$ cat src/rtl/ibex_rf_wr_arbiter.sv
// Register-file write-port arbiter: EX results vs. non-stallable LSU loads, with parked-load FIFO.
// Optional macro IBEX_RF_WR_ARB_FWD_EN adds forwarding of parked load data to ID.
module ibex_rf_wr_arbiter #(
   parameter int unsigned BufDepth   = 2,
   parameter int unsigned MaxExStall = 4
) (
   input  logic                      clk_i,
   input  logic                      rst_i,
   input  logic                      ex_valid_i,
   output logic                      ex_ready_o,
   input  logic [4:0]                ex_waddr_i,
   input  logic [31:0]               ex_wdata_i,
   input  logic                      lsu_valid_i,
   input  logic [4:0]                lsu_waddr_i,
   input  logic [31:0]               lsu_wdata_i,
   output logic                      rf_we_o,
   output logic [4:0]                rf_waddr_o,
   output logic [31:0]               rf_wdata_o,
   input  logic [4:0]                raddr_a_i,
   input  logic [4:0]                raddr_b_i,
   output logic                      hazard_a_o,
   output logic                      hazard_b_o,
   output logic [$clog2(BufDepth):0] buf_count_o
`ifdef IBEX_RF_WR_ARB_FWD_EN
   ,
   output logic                      fwd_hit_a_o,
   output logic                      fwd_hit_b_o,
   output logic [31:0]               fwd_data_a_o,
   output logic [31:0]               fwd_data_b_o
`endif
);

   localparam int unsigned PtrW = $clog2(BufDepth);
   localparam int unsigned CntW = PtrW + 1;

   logic [PtrW-1:0] r_rd_ptr;
   logic [PtrW-1:0] r_wr_ptr;
   logic [CntW-1:0] r_count;
   logic [3:0]      r_stall_cnt;
   logic [4:0]      r_buf_addr [BufDepth];
   logic [31:0]     r_buf_data [BufDepth];

   logic            w_ex_req;
   logic            w_lsu_req;
   logic            w_empty;
   logic            w_full;
   logic            w_starve;
   logic            w_grant_buf;
   logic            w_grant_lsu;
   logic            w_grant_ex;
   logic            w_push;
   logic            w_pop;
   logic [PtrW-1:0] w_idx;
   logic            w_hit_a;
   logic            w_hit_b;
`ifdef IBEX_RF_WR_ARB_FWD_EN
   logic [31:0]     w_fwd_a;
   logic [31:0]     w_fwd_b;
`endif

   // x0 writes never occupy the port
   assign w_ex_req  = ex_valid_i  && (ex_waddr_i  != 5'd0);
   assign w_lsu_req = lsu_valid_i && (lsu_waddr_i != 5'd0);
   assign w_empty   = (r_count == CntW'(0));
   assign w_full    = (r_count == CntW'(BufDepth));
   assign w_starve  = w_ex_req && (r_stall_cnt == 4'(MaxExStall)) && !w_full;

   always_comb begin
      w_grant_buf = 1'b0;
      w_grant_lsu = 1'b0;
      w_grant_ex  = 1'b0;
      if (!rst_i) begin
         if (w_starve)       w_grant_ex  = 1'b1;
         else if (!w_empty)  w_grant_buf = 1'b1;
         else if (w_lsu_req) w_grant_lsu = 1'b1;
         else if (w_ex_req)  w_grant_ex  = 1'b1;
      end
   end

   assign w_pop      = w_grant_buf;
   assign w_push     = w_lsu_req && !w_grant_lsu && !rst_i;
   assign ex_ready_o = w_grant_ex || (!rst_i && ex_valid_i && (ex_waddr_i == 5'd0));

   always_comb begin
      rf_we_o    = 1'b0;
      rf_waddr_o = 5'd0;
      rf_wdata_o = 32'd0;
      if (w_grant_buf) begin
         rf_we_o    = 1'b1;
         rf_waddr_o = r_buf_addr[r_rd_ptr];
         rf_wdata_o = r_buf_data[r_rd_ptr];
      end else if (w_grant_lsu) begin
         rf_we_o    = 1'b1;
         rf_waddr_o = lsu_waddr_i;
         rf_wdata_o = lsu_wdata_i;
      end else if (w_grant_ex) begin
         rf_we_o    = 1'b1;
         rf_waddr_o = ex_waddr_i;
         rf_wdata_o = ex_wdata_i;
      end
   end

   // Walk oldest to youngest so the last match is the youngest entry
   always_comb begin
      w_idx   = r_rd_ptr;
      w_hit_a = 1'b0;
      w_hit_b = 1'b0;
`ifdef IBEX_RF_WR_ARB_FWD_EN
      w_fwd_a = 32'd0;
      w_fwd_b = 32'd0;
`endif
      for (int unsigned k = 0; k < BufDepth; k++) begin
         w_idx = r_rd_ptr + PtrW'(k);
         if (CntW'(k) < r_count) begin
            if ((raddr_a_i != 5'd0) && (r_buf_addr[w_idx] == raddr_a_i)) begin
               w_hit_a = 1'b1;
`ifdef IBEX_RF_WR_ARB_FWD_EN
               w_fwd_a = r_buf_data[w_idx];
`endif
            end
            if ((raddr_b_i != 5'd0) && (r_buf_addr[w_idx] == raddr_b_i)) begin
               w_hit_b = 1'b1;
`ifdef IBEX_RF_WR_ARB_FWD_EN
               w_fwd_b = r_buf_data[w_idx];
`endif
            end
         end
      end
   end

`ifdef IBEX_RF_WR_ARB_FWD_EN
   assign hazard_a_o   = 1'b0;
   assign hazard_b_o   = 1'b0;
   assign fwd_hit_a_o  = w_hit_a;
   assign fwd_hit_b_o  = w_hit_b;
   assign fwd_data_a_o = w_fwd_a;
   assign fwd_data_b_o = w_fwd_b;
`else
   assign hazard_a_o = w_hit_a;
   assign hazard_b_o = w_hit_b;
`endif

   assign buf_count_o = r_count;

   always_ff @(posedge clk_i or posedge rst_i) begin
      if (rst_i) begin
         r_rd_ptr    <= '0;
         r_wr_ptr    <= '0;
         r_count     <= '0;
         r_stall_cnt <= '0;
         for (int i = 0; i < BufDepth; i++) begin
            r_buf_addr[i] <= '0;
            r_buf_data[i] <= '0;
         end
      end else begin
         if (w_push) begin
            r_buf_addr[r_wr_ptr] <= lsu_waddr_i;
            r_buf_data[r_wr_ptr] <= lsu_wdata_i;
            r_wr_ptr             <= r_wr_ptr + PtrW'(1);
         end
         if (w_pop) r_rd_ptr <= r_rd_ptr + PtrW'(1);
         r_count <= r_count + CntW'(w_push) - CntW'(w_pop);
         if (ex_valid_i && !ex_ready_o) begin
            if (r_stall_cnt != 4'(MaxExStall)) r_stall_cnt <= r_stall_cnt + 4'd1;
         end else begin
            r_stall_cnt <= '0;
         end
      end
   end

   a_no_overflow : assert property (@(posedge clk_i) disable iff (rst_i)
      !(w_push && w_full && !w_pop));

endmodule

$ cat config.mk
export PLATFORM = sky130hd
export DESIGN_NAME = ibex_rf_wr_arbiter
export DESIGN_NICKNAME = d
export VERILOG_FILES = /design/src/rtl/ibex_rf_wr_arbiter.sv
export SDC_FILE = /design/constraint.sdc
export NUM_CORES = 1
export LEC_CHECK = 0
export BUFFER_PORTS_ARGS = -buffer_cell sky130_fd_sc_hd__buf_2
export CAP_MARGIN = 15
export CORE_MARGIN = 4
export CORE_UTILIZATION = 30
export CTS_CLUSTER_SIZE = 30
export DETAILED_ROUTE_END_ITERATION = 6
export PLACE_DENSITY_LB_ADDON = 0.15
export RECOVER_POWER = 25
export SYNTH_ARGS = -nofsm -noshare
export SYNTH_HDL_FRONTEND = slang
export SYNTH_SLANG_ARGS = --single-unit
export TNS_END_PERCENT = 30
$ cat constraint.sdc
create_clock -name clk_i -period 5.5 [get_ports clk_i]
set_clock_uncertainty 0.1 [all_clocks]
set_input_delay 1.375 -clock clk_i [delete_from_list [all_inputs] [get_ports clk_i]]
set_output_delay 1.375 -clock clk_i [all_outputs]
set_load 0.05 [all_outputs]
==> results.sh, run 1 <==
export IMPL_worstSetupPathType="in2out"
export IMPL_yosys_area_share_xor_xnor_pct=4.74
export IMPL_htree_levels=3
export IMPL_arrival_ns=3.57
export IMPL_critPathTopFamily="compound AO/OA/AOI/OAI gates"
export IMPL_synthSimpleGateAreaFrac_pct=4.44
export IMPL_syn_mean_instance_area_um2=12.0
export IMPL_path_clk_slew_ns=0.06
export IMPL_critPathBufInv=3
export IMPL_worst_pin_slew_ns=2.26
export IMPL_cts_tree="built"
export IMPL_root_buffer="clkbuf_16"
export IMPL_cts_sinks=82
export IMPL_synth_compound_area_share_pct=13.5
export IMPL_start_kind="input port"
export IMPL_min_period_ns=5.05
export IMPL_io_pins=131
export IMPL_grtUsageMet1_pct=18.3
export IMPL_yosys_mux_area_fraction_pct=27.3
export IMPL_routed_wl_mm=11.5
export IMPL_synth_nets=478
export IMPL_dr_pass1_iters=4
export IMPL_synthCells=386
export IMPL_setup_slack_ns=0.453
export IMPL_path_common_cell="buf_2"
export IMPL_grt_pass1_wl_mm=19.1
export IMPL_antenna_found_initial=0
export IMPL_cpMaxStageDelayCell="or4_4"
export IMPL_power_density_nw_per_um2=619
export IMPL_cts_resized=0
export IMPL_met3_usage_pct=3.09
export IMPL_synth_most_common_cell="dfrtp_1"
export IMPL_cts_setup_buffers=0
export IMPL_outcome="complete, but fails checks"
export IMPL_cts_inserted_buffers=9
export IMPL_yosysUniqueCellTypes=40
export IMPL_dp_slack_ns=0.445
export IMPL_async_flop_share_pct=100
export IMPL_route_detailed_drc=0
export IMPL_grtUsageMet2_pct=21.2
export IMPL_fillerInstances=1499
export IMPL_core_area_um2=15100
export IMPL_multi_input_area_um2=2380
export IMPL_overflow=0
export IMPL_hold_class="reg2reg"
export IMPL_synth_seq_cells=82
export IMPL_dr_first_iter_drc_count=101
export IMPL_diodes=0
export IMPL_slew_headroom_pct=-51.8
export IMPL_std_cell_rows=45
export IMPL_synth_edf_count=0
export IMPL_fin_crit_sh_pct=91.8
export IMPL_clk_path_buf_depth=2
export IMPL_hold_slack_ns=0.380
export IMPL_vias=3601
export IMPL_clock_latency_ns=0.32
export IMPL_synth_area_top_cells="dfrtp_1 44%, mux2_2 18%, mux2i_1 9.3%, a221oi_1 7.0%, a21oi_1 4.2%"
export IMPL_leakage_nw=2.62
export IMPL_synthAdderAreaFrac_pct=1.08
export IMPL_worst_path_max_fanout=19
export IMPL_fmaxAchievable_mhz=198
export IMPL_critPathCaptureType="primary output"
export IMPL_post_route_util_pct=37.7
export IMPL_cp_required_ns=4.03
export IMPL_die_h_um=132
export IMPL_die_w_um=132
export IMPL_start_util_pct=30.5
export IMPL_via_per_inst=5.14
export IMPL_wl_per_cell_um=16.4
export IMPL_nNetsFinal=600
export IMPL_setup_viol=0
export IMPL_hold_viol=0
export IMPL_top_usage_layer="met2"
export IMPL_crit_chain="buf_2 -> or4_4 -> o211a_4 -> a211oi_4 -> buf_4 -> a221oi_1 -> a21oi_1 -> buf_2"
export IMPL_dp_hpwl_mm=8.37
export IMPL_syn_to_final_growth_pct=23.7
export IMPL_synth_top_area_cell="dfrtp_1"
export IMPL_track_usage_pct=13.4
export IMPL_setup_tns_ns=0
export IMPL_grt_max_degree=52
export IMPL_gp_congestion=0.789
export IMPL_violations="capacitance limit, slew limit"
export IMPL_grt_pass1_vias=3737
export IMPL_dieArea_um2=17500
export IMPL_synth_flop_cell="dfrtp_1"
export IMPL_slowest_delay_ns=0.55
export IMPL_netlist_area_um2=4620
export IMPL_synth_top_family_by_area="multiplexers"
export IMPL_regArea_um2=2050
export IMPL_synth_common_cells="82 x dfrtp_1, 73 x mux2_2, 43 x mux2i_1, 39 x a21oi_1, 37 x a221oi_1"
export IMPL_cap_viol_max_count=2
export IMPL_layout_drive_gt1_share_pct=46.0
export IMPL_hold_buffers=0
export IMPL_antenna_left=0
export IMPL_io_buffers=130
export IMPL_rsz0062_at_grt="no"
export IMPL_ys_warn_count=0
export IMPL_ys_seq_area_share_pct=44.4
export IMPL_synth_top_area_share_pct=44.4
export IMPL_peakVddDrop_mv=0.278
export IMPL_drv_slew=85
-- logic make-up (layout without fill, tap and decap cells) --
kind of cell	Yosys count	after routing
flip-flops	82	82
AO/OA/AOI/OAI	86	86
buffers and inverters	34	161
adder cells (fa/ha/maj)	4	4
AND/OR/NAND/NOR	38	38
XOR/XNOR	25	25
multiplexers	117	117
-- per-stage QoR --
step	cell area, um^2	std cells	total power (W)
after global routing	5720	701	0.00379
after CTS	5720	701	0.00360
final	5720	701	0.00354
after detailed placement	5430	685	0.00300
after global placement	5430	685	0.00296
after floorplan	4620	386	0.00258
-- state kept, by name, summed over array words and instances, names as in the netlist --
name,flops
r_buf_data,64
r_buf_addr,10
r_stall_cnt,4
buf_count_o,2
r_rd_ptr,1
r_wr_ptr,1
-- worst paths after layout --
path                                       startpoint                          to  slack, ns  cells after the start
setup / recovery                        ex_waddr_i[1]               rf_wdata_o[9]       0.45                      8
hold / removal                   r_wr_ptr$_DFFE_PP0P_        r_wr_ptr$_DFFE_PP0P_       0.38                      2
setup reg to reg           r_stall_cnt[0]$_DFFE_PP0P_  r_buf_data[46]$_DFFE_PP0P_       2.57                      7
hold reg to reg                  r_wr_ptr$_DFFE_PP0P_        r_wr_ptr$_DFFE_PP0P_       0.38                      2
max in group asynchronous                       rst_i  r_buf_data[37]$_DFFE_PP0P_       1.25                      3
min in group asynchronous                       rst_i    buf_count_o[0]$_DFF_PP0_       1.66                      2
-- report_power, final --
part	internal, W	switching [W]	total, W	leakage, nW
sequential	0.000907	0.000202	0.00111	0.980
clock	0.000343	0.000231	0.000574	0.134
combinational	0.000720	0.00113	0.00185	1.50
total	0.00197	0.00157	0.00354	2.62
-- layout make-up --
class | instances | area share [%]
clock inverter | 3 | 0.394
clock buffer | 13 | 4.73
sequential | 82 | 35.9
multi-input combinational | 270 | 41.7
inverter | 5 | 0.350
tap | 188 | 4.12
timing repair buffer | 140 | 12.8
-- metal layers --
layer  wire length (um)  up-vias
met1               5450     1786
met3                577       10
met2               5360       93
met4                129        0
met5                  0        -
li1                   -     1712
-- tightest hold or removal path, stage by stage, from the launching register on --
cell and delay, ns:
dfrtp_1 0.34, nand2_1 0.06, nand2_1 0.06
-- placed cells by master (no fill, tap or decap), types with 8 or more instances in the layout --
cell type	netlist	layout
nor2_1	12	11
mux2_2	73	73
buf_4	1	8
xor2_1	16	16
buf_2	10	129
xnor2_1	9	9
mux2i_1	43	43
dfrtp_1	82	81
clkbuf_16	0	9
a21oi_1	39	39
a221oi_1	37	37
Power figures use the tool's default switching activity.
==> run 2: changes to the inputs <==
==> constraint.sdc (replaced) <==
create_clock -name clk_i -period 5.5 [get_ports clk_i]
set_clock_uncertainty 0.1 [all_clocks]
set_input_delay 0.55 -clock clk_i [delete_from_list [all_inputs] [get_ports clk_i]]
set_output_delay 0.55 -clock clk_i [all_outputs]
set_load 0.05 [all_outputs]
==> run 2 against run 1 <==
Net effect: the flow still finishes with violations (capacitance limit, slew limit); wire length grew 0.62%; total power is 1.4% lower; utilization is 0.24 points lower; design area down 0.63%; worst setup slack better by 1.2 ns; sequential share of layout area increased by 0.23 points; critical endpoint is now rf_waddr_o[0]; largest power group unchanged.
==> results.sh, run 2 (same netlist as run 1, synthesis figures left out) <==
export IMPL_p_sw_share_pct=44.8
export IMPL_arrival_ns=3.16
export IMPL_cp_required_ns=4.85
export IMPL_cts_inserted_buffers=9
export IMPL_route_detailed_drc=0
export IMPL_comb_power_share_pct=52.9
export IMPL_critPathTopFamily="simple AND/OR/NAND/NOR gates"
export IMPL_largest_reg_flops=64
export IMPL_path_common_cell="buf_2"
export IMPL_p_sw_w=0.00156
export IMPL_dp_hpwl_mm=8.06
export IMPL_hold_buffers=0
export IMPL_critPathCaptureType="primary output"
export IMPL_io_buffers=130
export IMPL_setup_viol=0
export IMPL_outcome="complete, but fails checks"
export IMPL_dr_first_iter_drc_count=131
export IMPL_cpMaxStageDelayCell="and3b_1"
export IMPL_power_frac_seq_pct=31.6
export IMPL_slowest_delay_ns=0.61
export IMPL_hold_end="r_wr_ptr$_DFFE_PP0P_"
export IMPL_antenna_found_initial=0
export IMPL_cap_viol_max_count=1
export IMPL_fmaxAchievable_mhz=263
export IMPL_worst_pin_slew_ns=2.15
export IMPL_power_density_nw_per_um2=614
export IMPL_diodes=0
export IMPL_track_usage_pct=13.3
export IMPL_p_int_w=0.00193
export IMPL_reg2reg_slack_ns=2.54
export IMPL_worstSetupPathType="in2out"
export IMPL_grt_pass1_wl_mm=18.9
export IMPL_via_per_inst=5.10
export IMPL_core_area_um2=15100
export IMPL_critPathBufInv=3
export IMPL_post_route_util_pct=37.5
export IMPL_p_clk_share_pct=15.5
export IMPL_reg2reg_to="r_buf_data[34]$_DFFE_PP0P_"
export IMPL_vias=3563
export IMPL_regArea_um2=2050
export IMPL_worst_path_max_fanout=25
export IMPL_htree_levels=3
export IMPL_gp_congestion=0.831
export IMPL_clock_latency_ns=0.33
export IMPL_p_total_w=0.00349
export IMPL_hold_viol=0
export IMPL_wl_per_cell_um=16.6
export IMPL_routed_wl_mm=11.6
export IMPL_hold_class="reg2reg"
export IMPL_r2r_start="r_stall_cnt[0]$_DFFE_PP0P_"
export IMPL_root_buffer="clkbuf_16"
export IMPL_clk_path_buf_depth=2
export IMPL_top_register="r_buf_data"
export IMPL_hold_start="r_wr_ptr$_DFFE_PP0P_"
export IMPL_crit_chain="buf_2 -> or4_4 -> o211a_4 -> and3b_1 -> buf_4 -> a221oi_1 -> a21oi_1 -> buf_2"
export IMPL_layout_commonest_cell="buf_2"
export IMPL_r2r_cells=7
export IMPL_leakage_nw=2.61
export IMPL_die_w_um=132
export IMPL_cts_tree="built"
export IMPL_cts_resized=0
export IMPL_die_h_um=132
export IMPL_cts_setup_buffers=0
export IMPL_peakVddDrop_mv=0.275
export IMPL_grt_pass1_vias=3712
export IMPL_fin_crit_sh_pct=69.2
export IMPL_start_util_pct=30.5
export IMPL_slew_headroom_pct=-43.3
export IMPL_hold_slack_ns=0.376
export IMPL_rsz0062_at_grt="no"
export IMPL_violations="capacitance limit, slew limit"
export IMPL_dieArea_um2=17500
export IMPL_fillerInstances=1507
export IMPL_path_clk_slew_ns=0.06
export IMPL_layout_drive_gt1_share_pct=45.9
export IMPL_antenna_left=0
export IMPL_multi_input_area_um2=2380
export IMPL_final_cell_mix="129 x buf_2, 81 x dfrtp_1, 73 x mux2_2"
export IMPL_std_cell_rows=45
export IMPL_reg_top3="r_buf_data x64, r_buf_addr x10, r_stall_cnt x4"
export IMPL_min_period_ns=3.81
export IMPL_start_kind="input port"
export IMPL_syn_to_final_growth_pct=22.9
export IMPL_drv_slew=38
export IMPL_overflow=0
export IMPL_dr_pass1_iters=4
export IMPL_worstHoldPathCells=2
export IMPL_cts_sinks=82
export IMPL_io_pins=131
export IMPL_setup_tns_ns=0
export IMPL_nNetsFinal=597
export IMPL_grt_max_degree=83
[run 2: cell count changes in the layout (fill, tap and decap cells not counted), sizes merged]
cell,change
clkinv,+5
buf,-3
clkbuf,-3
clkinvlp,-2
[run 2: how the worst max path moves through the flow]
stage | startpoint | endpoint | slack [ns] | cells past startpoint
after global routing | r_stall_cnt[0]$_DFFE_PP0P_ | rf_waddr_o[4] | 1.49 | 8
after detailed placement | ex_waddr_i[1] | rf_waddr_o[0] | 1.69 | 8
after CTS | r_stall_cnt[0]$_DFFE_PP0P_ | rf_waddr_o[0] | 1.68 | 9
after global placement | ex_waddr_i[1] | rf_waddr_o[0] | 1.70 | 8
final | ex_waddr_i[1] | rf_waddr_o[0] | 1.69 | 8
after floorplan | ex_waddr_i[1] | rf_wdata_o[13] | 2.06 | 6
[run 2: stage by stage]
stage | cell area, um^2 | setup WS, ns | std cells
floorplan | 4620 | 2.06 | 386
global placement | 5390 | 1.70 | 681
detailed placement | 5390 | 1.69 | 681
CTS | 5660 | 1.68 | 697
global route | 5680 | 1.49 | 698
finish | 5680 | 1.69 | 698
[run 2: power by group through the flow]
stage / Combinational [W] / Clock [W] / Sequential, W
3_5_place_dp: 0.00187 / 0 / 0.00111
6_report: 0.00185 / 0.000541 / 0.00110
4_1_cts: 0.00187 / 0.000562 / 0.00110
5_1_grt: 0.00201 / 0.000585 / 0.00114
2_1_floorplan: 0.00151 / 0 / 0.00107
3_3_place_gp: 0.00184 / 0 / 0.00110
[run 2: worst register-to-register path, stage by stage, from the launching register on]
cell     delay (ns)
dfrtp_1        0.37
inv_1          0.07
ha_1           0.21
and3b_1        0.28
o211a_4        0.21
o31ai_4        0.31
or2b_2         0.86
mux2_2         0.43
[run 2: cell type report]
cell class	count	area share [%]
well taps	188	4.14
repair buffers	137	12.6
flip-flops and latches	82	36.2
clock buffers	10	4.21
inverters	5	0.353
clock inverters	6	0.573
multi-input cells	270	41.9
[run 2: routing by layer]
layer / up-vias / global-route usage (%) / share of wire [%]
met5: - / 0 / 0
met4: 0 / 4.90 / 1.5
met3: 13 / 2.33 / 4.4
met2: 98 / 21.1 / 45
met1: 1756 / 18.3 / 49
li1: 1696 / - / -
==> run 3: changes to the inputs <==
Clock period 5.5 ns to 3.8 ns, I/O delays scaled along.
==> run 3 against run 2 <==
Net effect: the run still ends with capacitance limit, slew limit left; clock power grew 70%; wire length is 1.2% higher; sequential cell count did not move; worst setup slack lost 1.3 ns; utilization grew 0.36 points; global-route usage grew 0.20 points; die area is the same; non-clock buffer count grew 2; sequential share of layout area is 0.35 points lower; critical path depth unchanged; count of clock-buffer cells in the layout decreased by 1.
==> results.sh, run 3 (same netlist as run 1, synthesis figures left out) <==
export IMPL_outcome="complete, but fails checks"
export IMPL_violations="capacitance limit, slew limit"
export IMPL_core_area_um2=15100
export IMPL_min_period_ns=3.37
export IMPL_worst_pin_slew_ns=1.99
export IMPL_layout_drive_gt1_share_pct=46.1
export IMPL_std_cell_rows=45
export IMPL_hold_viol=0
export IMPL_largest_reg_flops=64
export IMPL_start_util_pct=30.5
export IMPL_start_kind="flop"
export IMPL_route_detailed_drc=0
export IMPL_die_h_um=132
export IMPL_clock_latency_ns=0.33
export IMPL_nNetsFinal=599
export IMPL_grt_pass1_vias=3707
export IMPL_syn_to_final_growth_pct=24.1
export IMPL_slew_headroom_pct=-32.3
export IMPL_cts_inserted_buffers=9
export IMPL_rsz0062_at_grt="no"
export IMPL_top_register="r_buf_data"
export IMPL_io_buffers=130
export IMPL_worstSetupPathType="reg2out"
export IMPL_gp_congestion=0.835
export IMPL_peakVddDrop_mv=0.379
export IMPL_fin_crit_sh_pct=88.7
export IMPL_setup_tns_ns=0
export IMPL_hold_buffers=0
export IMPL_via_per_inst=5.14
export IMPL_diodes=0
export IMPL_routed_wl_mm=11.7
export IMPL_clk_path_buf_depth=2
export IMPL_critPathCaptureType="primary output"
export IMPL_grt_pass1_wl_mm=19.1
export IMPL_cts_setup_buffers=0
export IMPL_leakage_nw=2.63
export IMPL_overflow=0
export IMPL_cts_tree="built"
export IMPL_hold_class="in2reg"
export IMPL_dp_slack_ns=0.703
export IMPL_dieArea_um2=17500
export IMPL_cap_viol_max_count=1
export IMPL_die_w_um=132
export IMPL_setup_viol=0
export IMPL_antenna_left=0
export IMPL_layout_commonest_cell="buf_2"
export IMPL_dr_first_iter_drc_count=114
export IMPL_antenna_found_initial=0
export IMPL_io_pins=131
export IMPL_setup_slack_ns=0.428
export IMPL_vias=3600
export IMPL_root_buffer="clkbuf_16"
export IMPL_path_clk_slew_ns=0.06
export IMPL_wl_per_cell_um=16.7
export IMPL_worst_path_max_fanout=39
export IMPL_cp_required_ns=3.32
export IMPL_reg_top3="r_buf_data x64, r_buf_addr x10, r_stall_cnt x4"
export IMPL_fmaxAchievable_mhz=297
export IMPL_power_density_nw_per_um2=907
export IMPL_grt_max_degree=60
export IMPL_drv_slew=37
export IMPL_final_cell_mix="129 x buf_2, 81 x dfrtp_1, 73 x mux2_2"
export IMPL_htree_levels=3
export IMPL_cts_resized=0
export IMPL_dr_pass1_iters=4
export IMPL_dp_hpwl_mm=8.34
export IMPL_arrival_ns=2.89
export IMPL_track_usage_pct=13.5
export IMPL_cts_sinks=82
-- run 3: metrics by stage --
| stage | util [%] | power (W) | instances | cell area, um^2 | hold slack (ns) |
|---|---|---|---|---|---|
| floorplan | - | 0.00373 | 386 | 4620 | 0.345 |
| global placement | 35.7 | 0.00425 | 683 | 5410 | 0.360 |
| detailed placement | 35.7 | 0.00433 | 683 | 5410 | 0.365 |
| CTS | 37.8 | 0.00527 | 699 | 5730 | 0.196 |
| global route | 37.9 | 0.00555 | 700 | 5730 | 0.197 |
| finish | 37.9 | 0.00520 | 700 | 5730 | 0.207 |
-- run 3: where the power goes --
group	switching [W]	internal [W]	total (W)	leakage, nW
sequential	0.000301	0.00131	0.00161	0.980
clock	0.000344	0.000574	0.000917	0.151
combinational	0.00164	0.00103	0.00267	1.50
total	0.00229	0.00291	0.00520	2.63
-- run 3: worst max-delay path: stages (launching register included) --
cell and delay [ns]:
dfrtp_1 0.40, inv_1 0.10, ha_1 0.17, and3b_1 0.31, a211oi_1 0.13, nor2_4 0.76
a221oi_1 0.22, a21oi_1 0.17, buf_2 0.29
-- run 3: cell type report --
class	instances	area (um^2)
clock buffers	9	225
clock inverters	7	93.8
fillers	1473	9410
inverters	5	20.0
multi-input cells	270	2380
flip-flops and latches	82	2050
well taps	188	235
repair buffers	139	726
-- run 3: final timing paths --
kind,from,to,slack [ns],cells past startpoint
max,r_stall_cnt[0]$_DFFE_PP0P_,rf_waddr_o[4],0.43,8
min,lsu_wdata_i[17],r_buf_data[49]$_DFFE_PP0P_,0.21,2
max reg2reg,r_stall_cnt[0]$_DFFE_PP0P_,buf_count_o[1]$_DFF_PP0_,1.00,11
min reg2reg,r_wr_ptr$_DFFE_PP0P_,r_wr_ptr$_DFFE_PP0P_,0.38,2
max in group asynchronous,rst_i,r_rd_ptr$_DFFE_PP0N_,0.87,3
min in group asynchronous,rst_i,buf_count_o[0]$_DFF_PP0_,0.26,2
-- run 3: metal layers --
layer	part of all wire [%]	up-vias	global-route usage, %
met5	0	-	0
met4	0.72	0	3.33
met3	6.3	5	3.63
met2	47	133	21.9
met1	46	1765	18.0
li1	-	1697	-
